## src/rtl/rupt_ctrl.sv

```systemverilog
// rupt_ctrl -- AGC pipeline interrupt (RUPT) controller.
//
// Latches per-source interrupt requests and arbitrates them by fixed
// priority (bit 0 highest). At a legal instruction boundary, with
// interrupts neither inhibited nor blocked by accumulator overflow, it
// takes the winner:
//   - pulses rupt_take/flush for one cycle;
//   - presents the vector address, the return PC and the source index;
//   - holds in_rupt until RESUME retires.
// No nested interrupts are taken while in_rupt is high.
//
// Ports:
//   clock      in   rising-edge clock
//   rst_l      in   synchronous active-low reset
//   rupt_req   in   [NUM_RUPT] per-source request (sets pending bit)
//   inhint     in   INHINT retired pulse (sets inhibit)
//   relint     in   RELINT retired pulse (clears inhibit)
//   resume     in   RESUME retired pulse (leaves ISR)
//   boundary   in   decode is at a legal interrupt boundary
//   a_ovf      in   accumulator overflow, blocks interrupts
//   pc_D       in   [12] PC of the instruction in decode
//   rupt_take  out  interrupt entry pulse
//   flush      out  fetch/decode flush pulse, same cycle as rupt_take
//   vector     out  [12] redirect address
//   save_pc    out  [12] return address for ZRUPT
//   rupt_id    out  [4] taken source index
//   in_rupt    out  ISR active
//   pending    out  [NUM_RUPT] latched requests
//   inhibit    out  global inhibit flag
//   rupt_lock  out  watchdog alarm
//
// Build option: define RUPT_WATCHDOG_EN to build the ISR watchdog
// counter; otherwise rupt_lock is tied low.

module rupt_ctrl #(
    parameter int unsigned NUM_RUPT      = 10,
    parameter int unsigned VECTOR_BASE   = 'o4000,
    parameter int unsigned VECTOR_STRIDE = 4,
    parameter int unsigned RUPT_TIMEOUT  = 'd4096
) (
    input  logic                clock,
    input  logic                rst_l,
    input  logic [NUM_RUPT-1:0] rupt_req,
    input  logic                inhint,
    input  logic                relint,
    input  logic                resume,
    input  logic                boundary,
    input  logic                a_ovf,
    input  logic [11:0]         pc_D,
    output logic                rupt_take,
    output logic                flush,
    output logic [11:0]         vector,
    output logic [11:0]         save_pc,
    output logic [3:0]          rupt_id,
    output logic                in_rupt,
    output logic [NUM_RUPT-1:0] pending,
    output logic                inhibit,
    output logic                rupt_lock
);

    // rupt_id is 4 bits wide, so at most 16 sources can be encoded.
    if (NUM_RUPT < 1 || NUM_RUPT > 16 || RUPT_TIMEOUT < 1) begin : g_param_check
        $error("rupt_ctrl: NUM_RUPT must be 1..16 and RUPT_TIMEOUT >= 1");
    end

    typedef enum logic [1:0] {
        IDLE,
        TAKE,
        ISR
    } state_t;

    state_t              state;
    logic                go;
    logic [3:0]          winner;
    logic [NUM_RUPT-1:0] clr_mask;
    logic [11:0]         vec_next;

    // Lowest set index wins: scan from the top so the last hit is the lowest.
    always_comb begin
        winner = '0;
        for (int unsigned i = 0; i < NUM_RUPT; i++) begin
            if (pending[NUM_RUPT-1-i]) begin
                winner = 4'(NUM_RUPT - 1 - i);
            end
        end
    end

    assign go = (state == IDLE) && (|pending) && !inhibit && !a_ovf && boundary;

    always_comb begin
        clr_mask = '0;
        for (int unsigned i = 0; i < NUM_RUPT; i++) begin
            clr_mask[i] = go && (32'(winner) == i);
        end
    end

    assign vec_next = 12'(VECTOR_BASE + VECTOR_STRIDE * (32'(winner) + 32'd1));

    always_ff @(posedge clock) begin
        if (!rst_l) begin
            state     <= IDLE;
            pending   <= '0;
            inhibit   <= 1'b0;
            in_rupt   <= 1'b0;
            rupt_take <= 1'b0;
            flush     <= 1'b0;
            vector    <= '0;
            save_pc   <= '0;
            rupt_id   <= '0;
        end else begin
            // Clear wins over a same-edge set: that request merges with
            // the one now being serviced.
            pending <= (pending | rupt_req) & ~clr_mask;

            if (inhint) begin
                inhibit <= 1'b1;
            end else if (relint) begin
                inhibit <= 1'b0;
            end

            rupt_take <= 1'b0;
            flush     <= 1'b0;

            case (state)
                IDLE: begin
                    if (go) begin
                        state     <= TAKE;
                        rupt_take <= 1'b1;
                        flush     <= 1'b1;
                        rupt_id   <= winner;
                        vector    <= vec_next;
                        save_pc   <= pc_D;
                    end
                end
                TAKE: begin
                    state   <= ISR;
                    in_rupt <= 1'b1;
                end
                ISR: begin
                    if (resume) begin
                        state   <= IDLE;
                        in_rupt <= 1'b0;
                    end
                end
                default: begin
                    state   <= IDLE;
                    in_rupt <= 1'b0;
                end
            endcase
        end
    end

`ifdef RUPT_WATCHDOG_EN
    localparam int unsigned CW = $clog2(RUPT_TIMEOUT + 1);

    logic [CW-1:0] wd_count;
    logic [CW-1:0] wd_inc;

    assign wd_inc = wd_count + 1'b1;

    always_ff @(posedge clock) begin
        if (!rst_l) begin
            wd_count  <= '0;
            rupt_lock <= 1'b0;
        end else if (go) begin
            wd_count <= '0;
        end else if (state == ISR) begin
            if (resume) begin
                rupt_lock <= 1'b0;
            end else if (wd_count < CW'(RUPT_TIMEOUT)) begin
                wd_count <= wd_inc;
                if (wd_inc == CW'(RUPT_TIMEOUT)) begin
                    rupt_lock <= 1'b1;
                end
            end
        end
    end
`else
    assign rupt_lock = 1'b0;
`endif

endmodule

```

## config.mk

```make
export PLATFORM = sky130hd
export DESIGN_NAME = rupt_ctrl
export DESIGN_NICKNAME = d
export VERILOG_FILES = /design/src/rtl/rupt_ctrl.sv
export SDC_FILE = /design/constraint.sdc
export NUM_CORES = 1
export LEC_CHECK = 0
export CORE_MARGIN = 2
export CORE_UTILIZATION = 38
export DETAILED_ROUTE_END_ITERATION = 12
export PLACE_DENSITY = 0.73
export SETUP_SLACK_MARGIN = 0.1
export SYNTH_ARGS = -nofsm -noshare
export SYNTH_HDL_FRONTEND = slang
export SYNTH_SLANG_ARGS = --single-unit
```

## constraint.sdc

```tcl
create_clock -name clock -period 1.91 [get_ports clock]
set_input_delay 0.191 -clock clock [delete_from_list [all_inputs] [get_ports clock]]
set_output_delay 0.191 -clock clock [all_outputs]
set_load 0.01 [all_outputs]
```

* After elaboration in Yosys (flattened, before gate mapping)
Cells that the tools add are included.
Cells by class: add/subtract/negate cells 2, eq/ne operators 13, muxes and demuxes 18, bitwise operators 4, reduce and logical (&&, ||, !) cells 24
Operator list (count):
- two-way mux 4 bit | 10
- equality test 4 x 3 -> 1 bit, second input constant | 4
- logical AND 1 bit | 14
- adder 12 x 7 -> 12 bit, first input constant | 1
- bitwise AND 10 bit | 1
- NOT 10 bit | 1
- bitwise OR 10 bit | 1
- OR reduction 10 bit | 1
- equality test 4 x 2 -> 1 bit, second input constant | 2
- equality test 4 bit, second input constant | 2
- AND reduction 2 bit | 4
- case mux 2 bit (3 select lines) | 1
- adder 4 x 1 -> 5 bit, second input constant | 1
- equality test 4 x 1 -> 1 bit, second input constant | 1
- logical NOT 4 bit | 1
- two-way mux 1 bit | 4
- two-way mux 2 bit | 2
- inequality test 2 bit, second input constant | 2
- case mux 1 bit (3 select lines) | 1
- equality test 2 x 1 -> 1 bit, second input constant | 1
- equality test 2 bit, second input constant | 1
- logical NOT 1 bit | 2
- logical NOT 2 bit | 1
- nonzero test 2 bit | 1
- NOT 1 bit | 1
Storage, ports and cells: register bits after elaboration 43, bits of input ports 29

* Logic depth before layout (Yosys ltp)
word-level depth 14, mapped depth 8

* Worst setup path after synthesis
OpenSTA, ideal clock, no wires.
path type reg-to-reg, from reg pending[8], to reg vector[4], setup time 120 ps, arrival time 1767 ps, required time 1790 ps, slack 23 ps, stages on the path, launching flop included 9, buffers on the path 0, path through dfxtp_1 nand2b_1 a221oi_1 o31ai_1 inv_1 ha_1 or2b_1 a21oi_1 nor4_1
On the way: cells in the longest elaborated chain, start to end 11, elaborated cells on any way between the ends 17, classes of those cells add/sub (2); mux (9); reduce/logical (6)
Ends and longest elaborated chain:
- from (decl) | line 56 | output logic [NUM_RUPT-1:0] pending,
- from (signal assigned) | line 113 | pending <= (pending | rupt_req) & ~clr_mask;
- two-way mux 4 bit (9 in series) | line 82 | if (pending[NUM_RUPT-1-i]) begin
- via winner[0] | line 74 | logic [3:0] winner;
- adder 4 x 1 -> 5 bit | line 97 | assign vec_next = 12'(VECTOR_BASE + VECTOR_STRIDE * (32'(winner) + 32'd1));
- adder 12 x 7 -> 12 bit | line 97
- to (signal assigned) | line 131 | vector <= vec_next;
- to (decl) | line 52 | output logic [11:0] vector,
The timed path passes the listed nets, and every way through them passes these cells. A chain may end at the register's enable or synchronous reset.

* Final worst setup path
from reg state[1], to reg rupt_id[3]
On the way: cells in the longest elaborated chain, start to end 6
Ends and longest elaborated chain:
- from (decl) | line 72 | state_t state;
- from (signal assigned) | line 101 | state <= IDLE;
- from (signal assigned) | line 127 | state <= TAKE;
- from (signal assigned) | line 136 | state <= ISR;
- logical NOT 2 bit * | line 88, 124
- logical AND 1 bit (4 in series) | line 88 | assign go = (state == IDLE) && (|pending) && !inhibit && !a_ovf && boundary;
- AND reduction 2 bit (no source line) *
- to (signal assigned) | line 130 | rupt_id <= winner;
- to (decl) | line 54 | output logic [3:0] rupt_id,
Mark *: on every way between the ends. The rest lies on a longest branch, timed or not.

==> qor.log <==
INFO  status         outcome=complete, no violations
INFO  placed_design  place.gp.congestion=0.839
INFO  route          route.antenna.remaining_nets=0
INFO  floorplan      placement_rows=24
INFO  route          post_detailed_route_via_to_cell_ratio=4.87
INFO  yosys          synth-edff-count=0
INFO  layout         final_nets=290
INFO  layout         final_standard_cell_utilization_of_the_core=57.6%
INFO  power_and_ir_drop power.ir.vdd_worst=0.388mV
INFO  route          detail_route.wirelength=3900µm
INFO  sta            finalWorstPathRequiredPeriod=1.71ns
INFO  power_and_ir_drop power.net_switching=0.479mW
INFO  power_and_ir_drop power.internal=1.28mW
INFO  sta            post-route-period-util=89.6%
INFO  floorplan      chipHeight=70.6µm
INFO  layout         layout.cells.most_common=sky130_fd_sc_hd__clkdlybuf4s50_1
INFO  sta            report.final.setup_viol=0
INFO  placed_design  place_area=2380µm²
INFO  yosys          netlist_area=1690µm²
INFO  floorplan      die_outline_area=4990µm²
INFO  hold_path      min-delay-path-class=register to register
INFO  floorplan      ios=72
INFO  cts            worst_skew_pair.late_latency=0.29ns
INFO  cts            cts_made_buffers=5
INFO  cts            clock_transition_at_the_register_clock_pins_on_the_worst_setup_and_hold_paths_after_cts=0.07ns
INFO  layout         area_delta_synth_final=47.7%
INFO  global_routing grt_antenna_before_repair=0
INFO  yosys          synthesis.instances=184
INFO  route          drc=0
INFO  placed_design  final_hpwl_dp=2860µm
INFO  yosys          ys_ff_latch=37
INFO  route          vias_post_dr=1,511
INFO  power_and_ir_drop sequentialPowerShare=49.0%
INFO  worst_setup_path launching_element_type_of_the_critical_path=register
INFO  floorplan      die_width=70.6µm
INFO  power_and_ir_drop power.leakage=0.984nW
INFO  cts            root_cell_of_the_clock_tree=sky130_fd_sc_hd__clkbuf_8
INFO  floorplan      core_area=4320µm²
INFO  yosys          synth_top_cell_area_share=43.9%
INFO  route          drtPass1Iterations=4
INFO  power_and_ir_drop share_comb_of_total_power=21.7%
INFO  power_and_ir_drop power.switching_fraction=27.2%
INFO  route          detail_route.wl_per_cell=12.6µm
INFO  yosys          yosysWarnings=0
INFO  yosys          post_synth_main_area_contributors=sky130_fd_sc_hd__dfxtp_1, sky130_fd_sc_hd__mux2i_1, sky130_fd_sc_hd__nand2_1
INFO  cts            cts.hold.buffers_added=0
INFO  cts            cts-htree-levels=2
INFO  placed_design  buffer_ports.inserted=64
INFO  yosys          netlist-cell-type-count=36
INFO  cts            cts.path.max_buffers=2
INFO  sta            timing.final.max_slew_violations=0
INFO  layout         antenna_diode_count=0
INFO  power_and_ir_drop cellPowerDensity=706nW/µm²
INFO  yosys          post_synth.cell_area_avg=9.17µm²
INFO  layout         drive_gt1_share=15.1%
INFO  global_routing gr-total-overflow=0
INFO  global_routing number_of_global_route_vias_before_repair=1,426
INFO  global_routing wire_length_of_the_first_global_routing_pass=6400µm
INFO  layout         final_design_area_no_fill=2490µm²
INFO  floorplan      start_util=39.0%
INFO  sta            grt_setup_unrepaired=true
INFO  global_routing global_route.usage.total=16.2%
INFO  sta            worst_slack=0.199ns
INFO  cts            cts_tree=yes
INFO  yosys          async_flop_share=0%
INFO  worst_setup_path setup_crit_end_kind=register
INFO  sta            maxClockFrequency=585MHz
INFO  worst_setup_path critical_path_class=register to register
INFO  yosys          netlist.top_cell.by_area=sky130_fd_sc_hd__dfxtp_1
INFO  global_routing grt_max_degree=26
INFO  layout         nFillCells=398
INFO  sta            skew=0.00597ns
INFO  placed_design  detailedPlace.worstSlack=-0.0744ns
INFO  power_and_ir_drop clock_power_share=29.3%
INFO  layout         layout_common_cells=sky130_fd_sc_hd__clkdlybuf4s50_1, sky130_fd_sc_hd__dfxtp_1, sky130_fd_sc_hd__nand2_1
INFO  worst_setup_path cp_data_arrival_time=1.92ns
INFO  yosys          synth_top_flop_cell=sky130_fd_sc_hd__dfxtp_1
INFO  route          first_iter_violations=97
INFO  sta            hold_violations=0
INFO  worst_setup_path endpoint_required_time_on_the_critical_path=2.12ns
INFO  yosys          synth_sequential_area_ratio=43.9%
INFO  worst_setup_path crit_path_max_fanout=4
INFO  run            drv_cap=0
INFO  cts            tritoncts_num_sinks=37
==> state kept, by name, indices dropped and copies added, names as in the netlist <==
signal / flops
pending: 10
vector: 6
save_pc: 12
rupt_id: 4
in_rupt: 1
inhibit: 1
flush: 1
state: 2
==> metal layers <==
metal	vias to the layer above	share of wire [%]	global-route usage [%]
li1	767	-	-
met2	56	47	27.7
met1	683	44	19.0
met3	5	7.9	5.84
met5	-	0	0
met4	0	1.1	5.66
==> critical path, cell delays in order, from the launching register on <==
cell and delay [ns]:
sky130_fd_sc_hd__dfxtp_1 0.32, sky130_fd_sc_hd__or4b_4 0.60, sky130_fd_sc_hd__or2_2 0.35, sky130_fd_sc_hd__nor3_2 0.22, sky130_fd_sc_hd__o2bb2ai_1 0.15
==> timing repair <==
action	CTS	global route
hold endpoints to repair	0	0
endpoints found under the setup margin	0	4
setup buffers	0	1
gates resized for setup	0	8
==> cells in the mapped netlist (all sizes together) (2+ instances only) <==
master / n
a211oi: 3
a21oi: 19
and3: 3
buf: 10
clkbuf: 6
dfxtp: 37
ha: 4
inv: 7
mux2i: 13
nand2: 32
nor2: 11
nor3: 4
nor4: 4
o21ai: 13
o31ai: 2
or2: 2
==> cell type report <==
class                      count  area [µm²]  share of cell area, %
timing repair buffer          76         731                   29.3
sequential                    37         746                   29.9
clock buffer                   6        72.6                   2.91
inverter                       7        26.3                   1.05
multi-input combinational    130         842                   33.8
tap                           52        65.1                   2.61
clock inverter                 2        10.0                  0.402
==> worst paths after layout <==
check                    startpoint                       to  slack, ns  cells past startpoint
max           state[1]$_SDFFE_PN0P_  rupt_id[3]$_SDFFE_PN0P_       0.20                      4
min          vector[6]$_SDFFE_PN0P_   vector[6]$_SDFFE_PN0P_       0.43                      2
max reg2reg   state[1]$_SDFFE_PN0P_  rupt_id[3]$_SDFFE_PN0P_       0.20                      4
min reg2reg  vector[6]$_SDFFE_PN0P_   vector[6]$_SDFFE_PN0P_       0.43                      2
==> power by group through the flow <==
| stage | Clock, mW | Combinational [mW] | Sequential, mW |
|---|---|---|---|
| 6_report | 0.515 | 0.382 | 0.863 |
| 4_1_cts | 0.535 | 0.374 | 0.859 |
| 5_1_grt | 0.577 | 0.414 | 0.869 |
| 3_5_place_dp | 0 | 0.371 | 0.876 |
| 2_1_floorplan | 0 | 0.179 | 0.888 |
| 3_3_place_gp | 0 | 0.369 | 0.876 |
==> metrics by stage <==
stage	instances	TNS [ns]	total power, mW	hold WS [ns]
after floorplan	190	0	1.07	0.308
after global placement	301	-0.165	1.24	0.423
after detailed placement	301	-0.373	1.25	0.422
after CTS	309	0	1.77	0.432
after global routing	310	0	1.86	0.453
final	310	0	1.76	0.428
==> kinds of logic after synthesis <==
| logic type | Yosys count | share of synthesized area, % |
|---|---|---|
| compound gates | 44 | 15.3 |
| fa+ha+maj | 4 | 2.97 |
| buf+inv | 23 | 8.82 |
| flops | 37 | 43.9 |
| mux | 13 | 7.71 |
| other cells | 1 | 0.222 |
| simple gates | 62 | 21.1 |
No activity file was read; power rests on OpenSTA's default activity.
